**src/rtl/frame_freeze_ctrl.sv**
```systemverilog
// frame_freeze_ctrl
// Turns the level freeze request from the frame-stop stage into framebuffer
// write permission. Freeze and release only take effect on frame boundaries.
// While frozen it overlays a blinking border on the VGA stream and counts
// frozen frames.
// Optional build macro FREEZE_PROGRESS_BAR_EN adds a non-blinking green
// progress bar near the bottom edge while frozen. The bar's length follows
// frozen_frames.
`timescale 1ns/1ps

module frame_freeze_ctrl #(
    parameter int          H_ACT        = 640,
    parameter int          V_ACT        = 480,
    parameter int          BORDER_W     = 4,
    parameter logic [11:0] BORDER_COLOR = 12'hF00,
    parameter int          BLINK_FRAMES = 15
) (
    input  logic        vga_pclk,
    input  logic        reset,
    input  logic [9:0]  x_pixel,
    input  logic [9:0]  y_pixel,
    input  logic        f2s_val,
    input  logic [11:0] rgb_in,
    output logic [11:0] rgb_out,
    output logic        fb_wr_allow,
    output logic        frozen,
    output logic [7:0]  frozen_frames
);

    localparam logic [9:0] H_ACT_L  = 10'(H_ACT);
    localparam logic [9:0] V_ACT_L  = 10'(V_ACT);
    localparam logic [9:0] BW_L     = 10'(BORDER_W);
    localparam logic [9:0] H_EDGE_L = 10'(H_ACT - BORDER_W);
    localparam logic [9:0] V_EDGE_L = 10'(V_ACT - BORDER_W);
`ifdef FREEZE_PROGRESS_BAR_EN
    localparam logic [9:0] BAR_TOP_L = 10'(V_ACT - 12);
`endif

    // The blink counter only needs to reach BLINK_FRAMES-1.
    localparam int              BC_W       = (BLINK_FRAMES > 1) ? $clog2(BLINK_FRAMES) : 1;
    localparam logic [BC_W-1:0] BLINK_LAST = BC_W'(BLINK_FRAMES - 1);

    typedef enum logic [1:0] {
        ST_LIVE        = 2'd0,
        ST_ARM_FREEZE  = 2'd1,
        ST_FROZEN      = 2'd2,
        ST_ARM_RELEASE = 2'd3
    } state_t;

    state_t          state_q, state_d;
    logic            yen, yen_q;
    logic            frame_end;
    logic            fb_wr_allow_q, fb_wr_allow_d;
    logic            frozen_q, frozen_d;
    logic [7:0]      frozen_frames_q, frozen_frames_d;
    logic [BC_W-1:0] blink_cnt_q, blink_cnt_d;
    logic            blink_phase_q, blink_phase_d;
    logic [11:0]     rgb_q, rgb_d;
    logic            in_active;
    logic            border;

    // frame_end pulses on the last-active-line to first-blank-line transition.
    // yen_q resets to 0, so no pulse can occur on the first cycle after reset.
    assign yen       = (y_pixel < V_ACT_L);
    assign frame_end = yen_q & ~yen;

    // Register the active-line flag so the frame boundary can be detected.
    always_ff @(posedge vga_pclk or posedge reset) begin
        if (reset) yen_q <= 1'b0;
        else       yen_q <= yen;
    end

    // State register.
    always_ff @(posedge vga_pclk or posedge reset) begin
        if (reset) state_q <= ST_LIVE;
        else       state_q <= state_d;
    end

    // Next-state logic. Within each state, a change of request is tested
    // first, so a cancel or release request wins over a coincident frame_end.
    always_comb begin
        state_d = state_q;
        unique case (state_q)
            ST_LIVE:        if (f2s_val) state_d = ST_ARM_FREEZE;
            ST_ARM_FREEZE:  if (!f2s_val)       state_d = ST_LIVE;
                            else if (frame_end) state_d = ST_FROZEN;
            ST_FROZEN:      if (!f2s_val) state_d = ST_ARM_RELEASE;
            ST_ARM_RELEASE: if (f2s_val)        state_d = ST_FROZEN;
                            else if (frame_end) state_d = ST_LIVE;
            default:        state_d = ST_LIVE;
        endcase
    end

    // Output decode from the upcoming state. Both flags are then registered,
    // so each one changes on the same edge as the state.
    always_comb begin
        fb_wr_allow_d = (state_d == ST_LIVE) || (state_d == ST_ARM_FREEZE);
        frozen_d      = (state_d == ST_FROZEN) || (state_d == ST_ARM_RELEASE);
    end

    // Register the write permission and the frozen flag.
    always_ff @(posedge vga_pclk or posedge reset) begin
        if (reset) begin
            fb_wr_allow_q <= 1'b1;
            frozen_q      <= 1'b0;
        end else begin
            fb_wr_allow_q <= fb_wr_allow_d;
            frozen_q      <= frozen_d;
        end
    end

    // Frozen-frame and blink counters. They are cleared on freeze entry.
    // They advance on every frame_end seen while frozen, and hold their values
    // while live.
    always_comb begin
        frozen_frames_d = frozen_frames_q;
        blink_cnt_d     = blink_cnt_q;
        blink_phase_d   = blink_phase_q;
        if ((state_q == ST_ARM_FREEZE) && (state_d == ST_FROZEN)) begin
            frozen_frames_d = 8'd0;
            blink_cnt_d     = '0;
            blink_phase_d   = 1'b1;
        end else if (((state_q == ST_FROZEN) || (state_q == ST_ARM_RELEASE)) && frame_end) begin
            if (frozen_frames_q != 8'hFF) frozen_frames_d = frozen_frames_q + 8'd1;
            if (blink_cnt_q == BLINK_LAST) begin
                blink_cnt_d   = '0;
                blink_phase_d = ~blink_phase_q;
            end else begin
                blink_cnt_d = blink_cnt_q + 1'b1;
            end
        end
    end

    // Register the counters.
    always_ff @(posedge vga_pclk or posedge reset) begin
        if (reset) begin
            frozen_frames_q <= 8'd0;
            blink_cnt_q     <= '0;
            blink_phase_q   <= 1'b0;
        end else begin
            frozen_frames_q <= frozen_frames_d;
            blink_cnt_q     <= blink_cnt_d;
            blink_phase_q   <= blink_phase_d;
        end
    end

    assign in_active = (x_pixel < H_ACT_L) && (y_pixel < V_ACT_L);
    assign border    = (x_pixel < BW_L) || (x_pixel >= H_EDGE_L) ||
                       (y_pixel < BW_L) || (y_pixel >= V_EDGE_L);

    // Pixel overlay. Blanking is forced to black. Inside the active area the
    // priority is progress bar first, then border, then the camera pixel.
    always_comb begin
        rgb_d = 12'h000;
        if (in_active) begin
            rgb_d = rgb_in;
            if (frozen_q && blink_phase_q && border) rgb_d = BORDER_COLOR;
`ifdef FREEZE_PROGRESS_BAR_EN
            if (frozen_q && (y_pixel >= BAR_TOP_L) && (y_pixel < V_EDGE_L) &&
                ({1'b0, x_pixel[9:1]} < {2'b00, frozen_frames_q}))
                rgb_d = 12'h0F0;
`endif
        end
    end

    // One-cycle pixel pipeline register.
    always_ff @(posedge vga_pclk or posedge reset) begin
        if (reset) rgb_q <= 12'h000;
        else       rgb_q <= rgb_d;
    end

    assign rgb_out       = rgb_q;
    assign fb_wr_allow   = fb_wr_allow_q;
    assign frozen        = frozen_q;
    assign frozen_frames = frozen_frames_q;

endmodule

```
**config.mk**
```make
export PLATFORM = sky130hd
export DESIGN_NAME = frame_freeze_ctrl
export DESIGN_NICKNAME = d
export VERILOG_FILES = /design/src/rtl/frame_freeze_ctrl.sv
export SDC_FILE = /design/constraint.sdc
export NUM_CORES = 1
export LEC_CHECK = 0
export CAP_MARGIN = 25
export CORE_AREA = 8 8 51 94
export DETAILED_ROUTE_END_ITERATION = 10
export DIE_AREA = 0 0 59 102
export GPL_ROUTABILITY_DRIVEN = 1
export HOLD_SLACK_MARGIN = 0.12
export PLACE_DENSITY = 0.75
export SYNTH_ARGS = -nofsm -noshare
export SYNTH_HDL_FRONTEND = slang
export SYNTH_SLANG_ARGS = --single-unit
```
**constraint.sdc**
```tcl
create_clock -name vga_pclk -period 2.5 [get_ports vga_pclk]
set_clock_uncertainty 0.1 [all_clocks]
set_input_delay 0.375 -clock vga_pclk [delete_from_list [all_inputs] [get_ports vga_pclk]]
set_output_delay 0.375 -clock vga_pclk [all_outputs]
set_load 0.005 [all_outputs]
```
==> Yosys cells after proc, flatten, opt, wreduce, memory -nomap -nowiden <==
Index checks and enable logic that the tools add are counted.
{ "classes": {"add_sub_neg": 2, "multipliers": 0, "div_mod_pow": 0, "order_cmp": 6, "n_eq_ne": 8, "shifts": 0, "muxes": 18, "bitwise_logic": 3, "n_reduce_logical": 18} }
{ "ops": {"columns": ["op", "count"], "rows": [
  ["2-to-1 mux 12 bit", 2],
  ["2-to-1 mux 8 bit", 3],
  ["< comparator 10 x 3 -> 1 bit, second input constant", 2],
  ["2-to-1 mux 2 bit", 6],
  ["2-to-1 mux 4 bit", 3],
  ["greater-or-equal comparator 10 bit, second input constant", 1],
  ["greater-or-equal comparator 10 x 9 -> 1 bit, second input constant", 1],
  ["< comparator 10 bit, second input constant", 1],
  ["< comparator 10 x 9 -> 1 bit, second input constant", 1],
  ["adder 8 x 1 -> 8 bit, second input constant", 1],
  ["== test 2 bit, second input constant", 4],
  ["!= test 8 bit, second input constant", 1],
  ["case mux 2 bit (4 select lines)", 1],
  ["logical OR 1 bit", 6],
  ["nonzero test 2 bit", 3],
  ["logical AND 1 bit", 5],
  ["adder 4 x 1 -> 4 bit, second input constant", 1],
  ["== test 2 x 1 -> 1 bit, second input constant", 2],
  ["== test 4 bit, second input constant", 1],
  ["zero test 2 bit", 2],
  ["AND reduction 2 bit", 2],
  ["2-to-1 mux 1 bit", 3],
  ["inverter 1 bit", 2],
  ["bitwise AND 1 bit", 1]
]} }
{ "totals": {"ff_bits": 30, "latch_bits": 0, "mem_bits_rw": 0, "romBits": 0, "out_inout_bits": 22, "mem_count": 0} }

==> Depth between registers and ports, before layout <==
{ "logic_depth": {"ltp_word": 10, "ltp_mapped": 6} }

==> Worst setup path before layout <==
No wires, ideal clock.
{ "synth_timing": {"kind": "reg-to-reg", "startpoint": "register frozen_frames_q[0], in the netlist frozen_frames[0]", "endpoint": "register frozen_frames_q[5], in the netlist frozen_frames[5]", "setup_time_ns": 0.077, "t_arrival_ns": 1.549, "path_slack_ns": 0.773, "path_stages_with_launch": 6, "n_path_buf": 0, "cell_sequence": "dfrtp_1 > ha_1 > and4_1 > a211o_1 > or3_1 > a21oi_1"} }
{ "synth_between": {"elab_chain_len": 4, "word_cells_on_any_way": 7, "classes_between": "1 x add/sub; 1 x eq/ne; 3 x mux; 2 x reduce/logical"} }
{ "synth_rtl": {"columns": ["item", "line_no", "source"], "rows": [
  ["from (decl)", "55", "logic [7:0] frozen_frames_q, frozen_frames_d;"],
  ["from (signal assigned)", "141", "frozen_frames_q <= frozen_frames_d;"],
  ["adder 8 x 1 -> 8 bit", "124", "if (frozen_frames_q != 8'hFF) frozen_frames_d = frozen_frames_q + 8'd1;"],
  ["2-to-1 mux 8 bit", "124", null],
  ["2-to-1 mux 8 bit", "123", "end else if (((state_q == ST_FROZEN) || (state_q == ST_ARM_RELEASE)) && frame_end) begin"],
  ["2-to-1 mux 8 bit", "119", "if ((state_q == ST_ARM_FREEZE) && (state_d == ST_FROZEN)) begin"]
]} }
Several ways; a longest one is shown, not always the timed one. The select of a mux whose other input is x is not followed.
A chain may end at the register's enable or synchronous reset.

==> Worst setup path after layout <==
{ "layout_timing": {"startpoint": "input x_pixel[4]", "endpoint": "register rgb_q[3], in the netlist rgb_out[3]"} }
{ "layout_between": {"elab_chain_len": 7, "word_cells_on_any_way": 10, "classes_between": "3 x order compare; 2 x mux; 5 x reduce/logical"} }
{ "layout_rtl": {"columns": ["item", "line_no", "source"], "rows": [
  ["from (decl)", "20", "input logic [9:0] x_pixel,"],
  ["< comparator 10 x 3 -> 1 bit or greater-or-equal comparator 10 bit (tied branches)", "148", "assign border = (x_pixel < BW_L) || (x_pixel >= H_EDGE_L) ||"],
  ["logical OR 1 bit (2 in a row)", "148", null],
  ["logical OR 1 bit", "149", "(y_pixel < BW_L) || (y_pixel >= V_EDGE_L);"],
  ["logical AND 1 bit", "157", "if (frozen_q && blink_phase_q && border) rgb_d = BORDER_COLOR;"],
  ["2-to-1 mux 12 bit", "157", null],
  ["2-to-1 mux 12 bit *", "155", "if (in_active) begin"],
  ["via rgb_d[3]", "58", "logic [11:0] rgb_q, rgb_d;"],
  ["to (signal assigned)", "169", "else rgb_q <= rgb_d;"],
  ["to (decl)", "58", null]
]} }
Mark *: on every way through the listed nets, which the timed path passes. The rest lies on a longest branch.

==> metrics <==
CP Launch Type=input port; Synth top area share=0.474; Worst Tran Pin Value=0.516 ns; Final Cycle Share=0.822; fmax=487 MHz; Leakage=roughly 0.85 nW; Final WS setup=0.445 ns; status=finished clean; DR WL/cell=15.7 µm; Netlist cell types=43; most numerous cell in the Yosys netlist=dfrtp_1; Cells after DPL=241; VDD IR-drop max=481 µV; #FFs+latches synth=29; FF-to-FF path depth=4; min Tclk post-route=2.06 ns; vias per cell=5.51; Synth Area per Inst=10.3 µm²; Most Crowded Layer GR=met2; Area after DPL=around 0.002 mm²; RSZ-0062 raised after global routing=false; ys async rst share=1.00; CTS resizes=0; Total GRT Usage=0.143; CTS Buf Count=5; diode count=0; Syn Nets=between 150 and 200; IO Pins=between 50 and 60; met3 usage=0.0593; Critical Path End Type=register; M1 GR Usage=0.127; met2 Use GR=0.269; worst hold path class=input port to asynchronous set/reset pin; Final Max Slew Viols=0; critical path class=input port to register; DRT iter0 DRCs=22; pre-CTS setup slack=between 0.15 and 0.2 ns; Fin. Hold Viols=0; CP max FO=8; critical path arrival=about 2.1 ns; initial core utilization=0.414; Clock Latency Late Sink=0.28 ns; # setup viols final=0; number of synthesized flops with an enable pin=0; drt pass-1 iters=4; Clk pwr share=0.243; clk buf depth=2; CORE AREA=0.00357 mm²; Sink Count=29; Seq pwr share=0.464; ANT nets after route=0; # fillers=322; PortBufs=52; TNS Setup=0 ns; initial antenna violation count=0; Cell Area, Synth=approximately 0.0015 mm²; H-tree levels=2; Root Driver=clkbuf_8; Slew headroom=0.655; Vias=1371; # DRC=0; Primary FF master, synth=dfrtp_1; required time worst endpoint=2.56 ns; gpl congestion=0.799; clock slew at reported path FFs=0.06 ns; R2R Setup Slk=0.61 ns; yosys warns=0; Final #Nets=roughly 240; Pwr per Cell Area=a little over 700 mW/mm²; Post-CTS Hold Fix Bufs=0; switching share of power=0.318; largest net degree at the start of global routing=30; combinational power share=0.293; total grt overflow=0; vias in the first global route=1463; Layout Cells excl Fill=between 200 and 250; num rows=31; Internal=about 0.0010 W; register area share after synthesis=0.492; fraction of layout cells with a size suffix above 1=0.0550; NetSw=between 0.0004 and 0.0005 W; synthesized instance count=~140; height of the chip=102 µm; post-DP HPWL=around 3.2 mm; worst r2r dst=frozen_frames[7]$_DFFE_PP0P_; Synth area leaders=dfrtp_1 (47%), nor3b_1 (4.6%), a21oi_1 (4.1%), o21ai_0 (4.1%), or4_1 (3.0%); total wire length=3.90 mm; TritonCTS clock tree=yes; Max-Cap Viols=0; Crit Reg-Reg Startpoint=frozen$_DFF_PP0_; largest area contributor in the netlist=dfrtp_1; first-pass GRT wire length=6.64 mm; die area=0.00602 mm²; Synth-to-Final Area Change=43.6%; Post-CTS Setup Bufs=0; die width=about 59 µm; Final Cell Area=0.00212 mm²; Synth top cells by count=dfrtp_1 (28), a21oi_1 (12), o21ai_0 (12), nor3b_1 (9)
[logic make-up (layout without fill, tap and decap cells)]
family / count (synthesis) / count (layout) / synth area share
simple gates: 56 / 56 / 0.240
buf+inv: 10 / 67 / 0.0322
mux: 2 / 2 / 0.0144
xor+xnor: 1 / 1 / 0.00593
fa+ha+maj: 3 / 3 / 0.0254
compound gates: 42 / 42 / 0.191
flops: 29 / 29 / 0.492
[worst max-delay path, cell delays in order]
cell and delay (ns):
clkdlybuf4s50_1 0.42, or4_1 0.53, o22ai_1 0.34, a211o_1 0.35, nor3b_1 0.09
[power by group through the flow]
stage | clock, W | sequential, W | combinational, W
3_3_place_gp | 0 | 0.000694 | 0.000425
2_1_floorplan | 0 | 0.000665 | 0.000250
6_report | 0.000365 | 0.000696 | 0.000440
3_5_place_dp | 0 | 0.000706 | 0.000448
5_1_grt | 0.000405 | 0.000716 | 0.000489
4_1_cts | 0.000377 | 0.000698 | 0.000450
[sequential cells by signal (all words and copies together) (netlist names)]
register,count
state_q,1
blink_phase_q,1
rgb_out,12
fb_wr_allow,1
frozen_frames,8
blink_cnt_q,4
frozen,1
yen_q,1
[metal layers]
layer	vias to the layer above	share of wire
met3	5	0.074
met5	-	0
met2	48	0.56
li1	661	-
met1	657	0.35
met4	0	0.017
[layout by cell type (no fill, tap or decap), types with 2 or more instances in the layout]
master and count:
nor3b_1 9, o21ai_0 12, nand3_1 8, clkdlybuf4s50_1 52, clkbuf_1 3, o31ai_1 4
dfrtp_1 28, or4_1 6, a211o_1 2, and4_1 3, inv_1 6, o41ai_1 2
clkbuf_8 5, a21oi_1 12, or3_1 2, nand2_1 7, nor2_1 8, ha_1 3
nand4_1 4
[cell type report]
type / count / area, µm² / share of cell area
Clock buffer: 8 / 80.1 / 0.0377
Inverter: 6 / 22.5 / 0.0106
Multi-Input combinational cell: 104 / 703 / 0.331
Sequential cell: 29 / 727 / 0.343
Tap cell: 49 / 61.3 / 0.0289
Timing Repair Buffer: 53 / 528 / 0.249
[per-stage QoR]
step | total power [W] | util | hold slack [ns]
final | 0.00150 | 0.595 | 0.370
after global routing | 0.00161 | 0.595 | 0.419
after CTS | 0.00152 | 0.595 | 0.384
after detailed placement | 0.00115 | 0.572 | 0.413
after global placement | 0.00112 | 0.572 | 0.396
after floorplan | 0.000916 | - | 0.330
[how the worst max path moves through the flow]
stage | from | to | cells past startpoint
6_report | x_pixel[4] | rgb_out[3]$_DFF_PP0_ | 5
5_1_grt | x_pixel[4] | rgb_out[5]$_DFF_PP0_ | 5
4_1_cts | x_pixel[4] | rgb_out[2]$_DFF_PP0_ | 5
3_5_place_dp | x_pixel[4] | rgb_out[2]$_DFF_PP0_ | 5
3_3_place_gp | x_pixel[4] | rgb_out[1]$_DFF_PP0_ | 5
2_1_floorplan | frozen_frames[0]$_DFFE_PP0P_ | frozen_frames[5]$_DFFE_PP0P_ | 5
No activity file was read; power rests on OpenSTA's default activity.
==> RTL change: new RTL, config.mk and constraints unchanged <==
`BLINK_FRAMES`: 15 -> 30.
--- a/src/rtl/frame_freeze_ctrl.sv
+++ b/src/rtl/frame_freeze_ctrl.sv
@@ -13,7 +13,7 @@
     parameter int          V_ACT        = 480,
     parameter int          BORDER_W     = 4,
     parameter logic [11:0] BORDER_COLOR = 12'hF00,
-    parameter int          BLINK_FRAMES = 15
+    parameter int          BLINK_FRAMES = 30
 ) (
     input  logic        vga_pclk,
     input  logic        reset,
Function: same outputs for any inputs over 10 cycles, from zero or initial values and one cycle with reset high; that may be too few to reach the edited logic, so the function may still have changed.
==> RTL change against the original RTL <==
  * Sequential cell count rose by 1
  * Worst setup slack improved by 0.022 ns
  * Total power rose by 3.5%
  * Design area fell by 2.1%
  * Area after synthesis fell by 5.1%
  * Combinational power rose by 3%
  * Die area did not move
  * Wire length fell by 8.4%
  * Sequential share of layout area rose by 1.9 points
  * Global-route usage fell by 1.1 points
  * Utilization fell by 1.3 points
  * Maximum frequency rose by 1.1%
  * Largest power group unchanged
  * Highest routed layer unchanged
==> RTL change: results (changes against the original RTL) <==
pre-CTS setup slack 0.179 ns (was 0.154 ns); Unique masters post-synth 37 (was 43); Max rail drop VDD 0.000480 V (was 0.000481 V); sw power 0.000464 W (was 0.000477 W); Leak 0.908 nW (was 0.855 nW); switching share of total power 29.8% (was 31.8%); Detailed Place HPWL 2.94 mm (was 3.16 mm); largest net degree at the start of global routing 19 (was 30); vias in the first global route 1,365 (was 1,463); largest fanout on the critical path 7 (was 8); Synth Net Count 172 (was 181); RePlAce Congestion 0.818 (was 0.799); slowest stage delay, CP 0.51 ns (was 0.53 ns); layout cells sized above 1 9.33% (was 5.50%); Crit-path slowest cell clkdlybuf4s50_1 (was or4_1); Synth area leaders dfrtp_1 52%, nor2_1 5.9%, xnor2_1 4.4% (was dfrtp_1 47%, nor3b_1 4.6%, a21oi_1 4.1%); critical path launch point y_pixel[6] (was x_pixel[4]); routed vias/inst 4.91 (was 5.51); Min Hold Slack 0.397 ns (was 0.370 ns); max reg flops 12 (unchanged); area grow syn2layout 48.1% (was 43.6%); max_slew headroom 54.5% (was 65.5%); Clock Power Share 25.1% (was 24.3%); Post-Syn Instances 134 (was 143); Inst Count DP 234 (was 241); Synth Area in XOR/XNOR 6.24% (was 0.593%); Seq/Total Area, Yosys 53.6% (was 49.2%); worst r2r path cells 6 (was 4); status finished, final reports clean (unchanged); PostCTS Resize Cnt 0 (unchanged); H-tree levels 2 (unchanged); seq pwr 0.000711 W (was 0.000696 W); GRT Total Usage 13.2% (was 14.3%); RR Endpoint frozen_frames[4] (was frozen_frames[7]); Synth Area in Compound Gates 9.10% (was 19.1%); first-pass GRT wire length 5.99 mm (was 6.64 mm); Starting DRT DRC Count 15 (was 22); via count 1,188 (was 1,371); fraction of the cycle the final worst path needs 81.3% (was 82.2%); Commonest cells post-synth 29 x dfrtp_1, 22 x nor2_1, 13 x nand2_1, 7 x xnor2_1 (was 28 x dfrtp_1, 12 x a21oi_1, 12 x o21ai_0, 9 x nor3b_1); mux share of post-synthesis cell area 1.52% (was 1.44%)
## RTL change: cells by family (layout without fill, tap and decap cells)
group                      count (synthesis)  after routing
and+or+nand+nor                           63             63
DFF                                       30             30
AOI/OAI and AO/OA                         17             17
buffers and inverters                      9             68
xor gates and xnor gates                  10             10
adders and majority gates                  3              3
muxes                                      2              2
## RTL change: cell type report
class / instances / share of cell area, %
flip-flops and latches: 30 / 36.2
well taps: 49 / 2.95
clock buffers: 7 / 4.16
inverters: 4 / 0.723
clock inverters: 1 / 0.241
repair buffers: 56 / 26.5
multi-input cells: 95 / 29.2
## RTL change: layer usage
| metal | track usage, % | up-vias | part of all wire (%) |
|---|---|---|---|
| met4 | 4.64 | 0 | 1.7 |
| met3 | 8.07 | 5 | 11 |
| li1 | - | 581 | - |
| met5 | 0 | - | 0 |
| met1 | 10.1 | 559 | 32 |
| met2 | 25.2 | 43 | 56 |
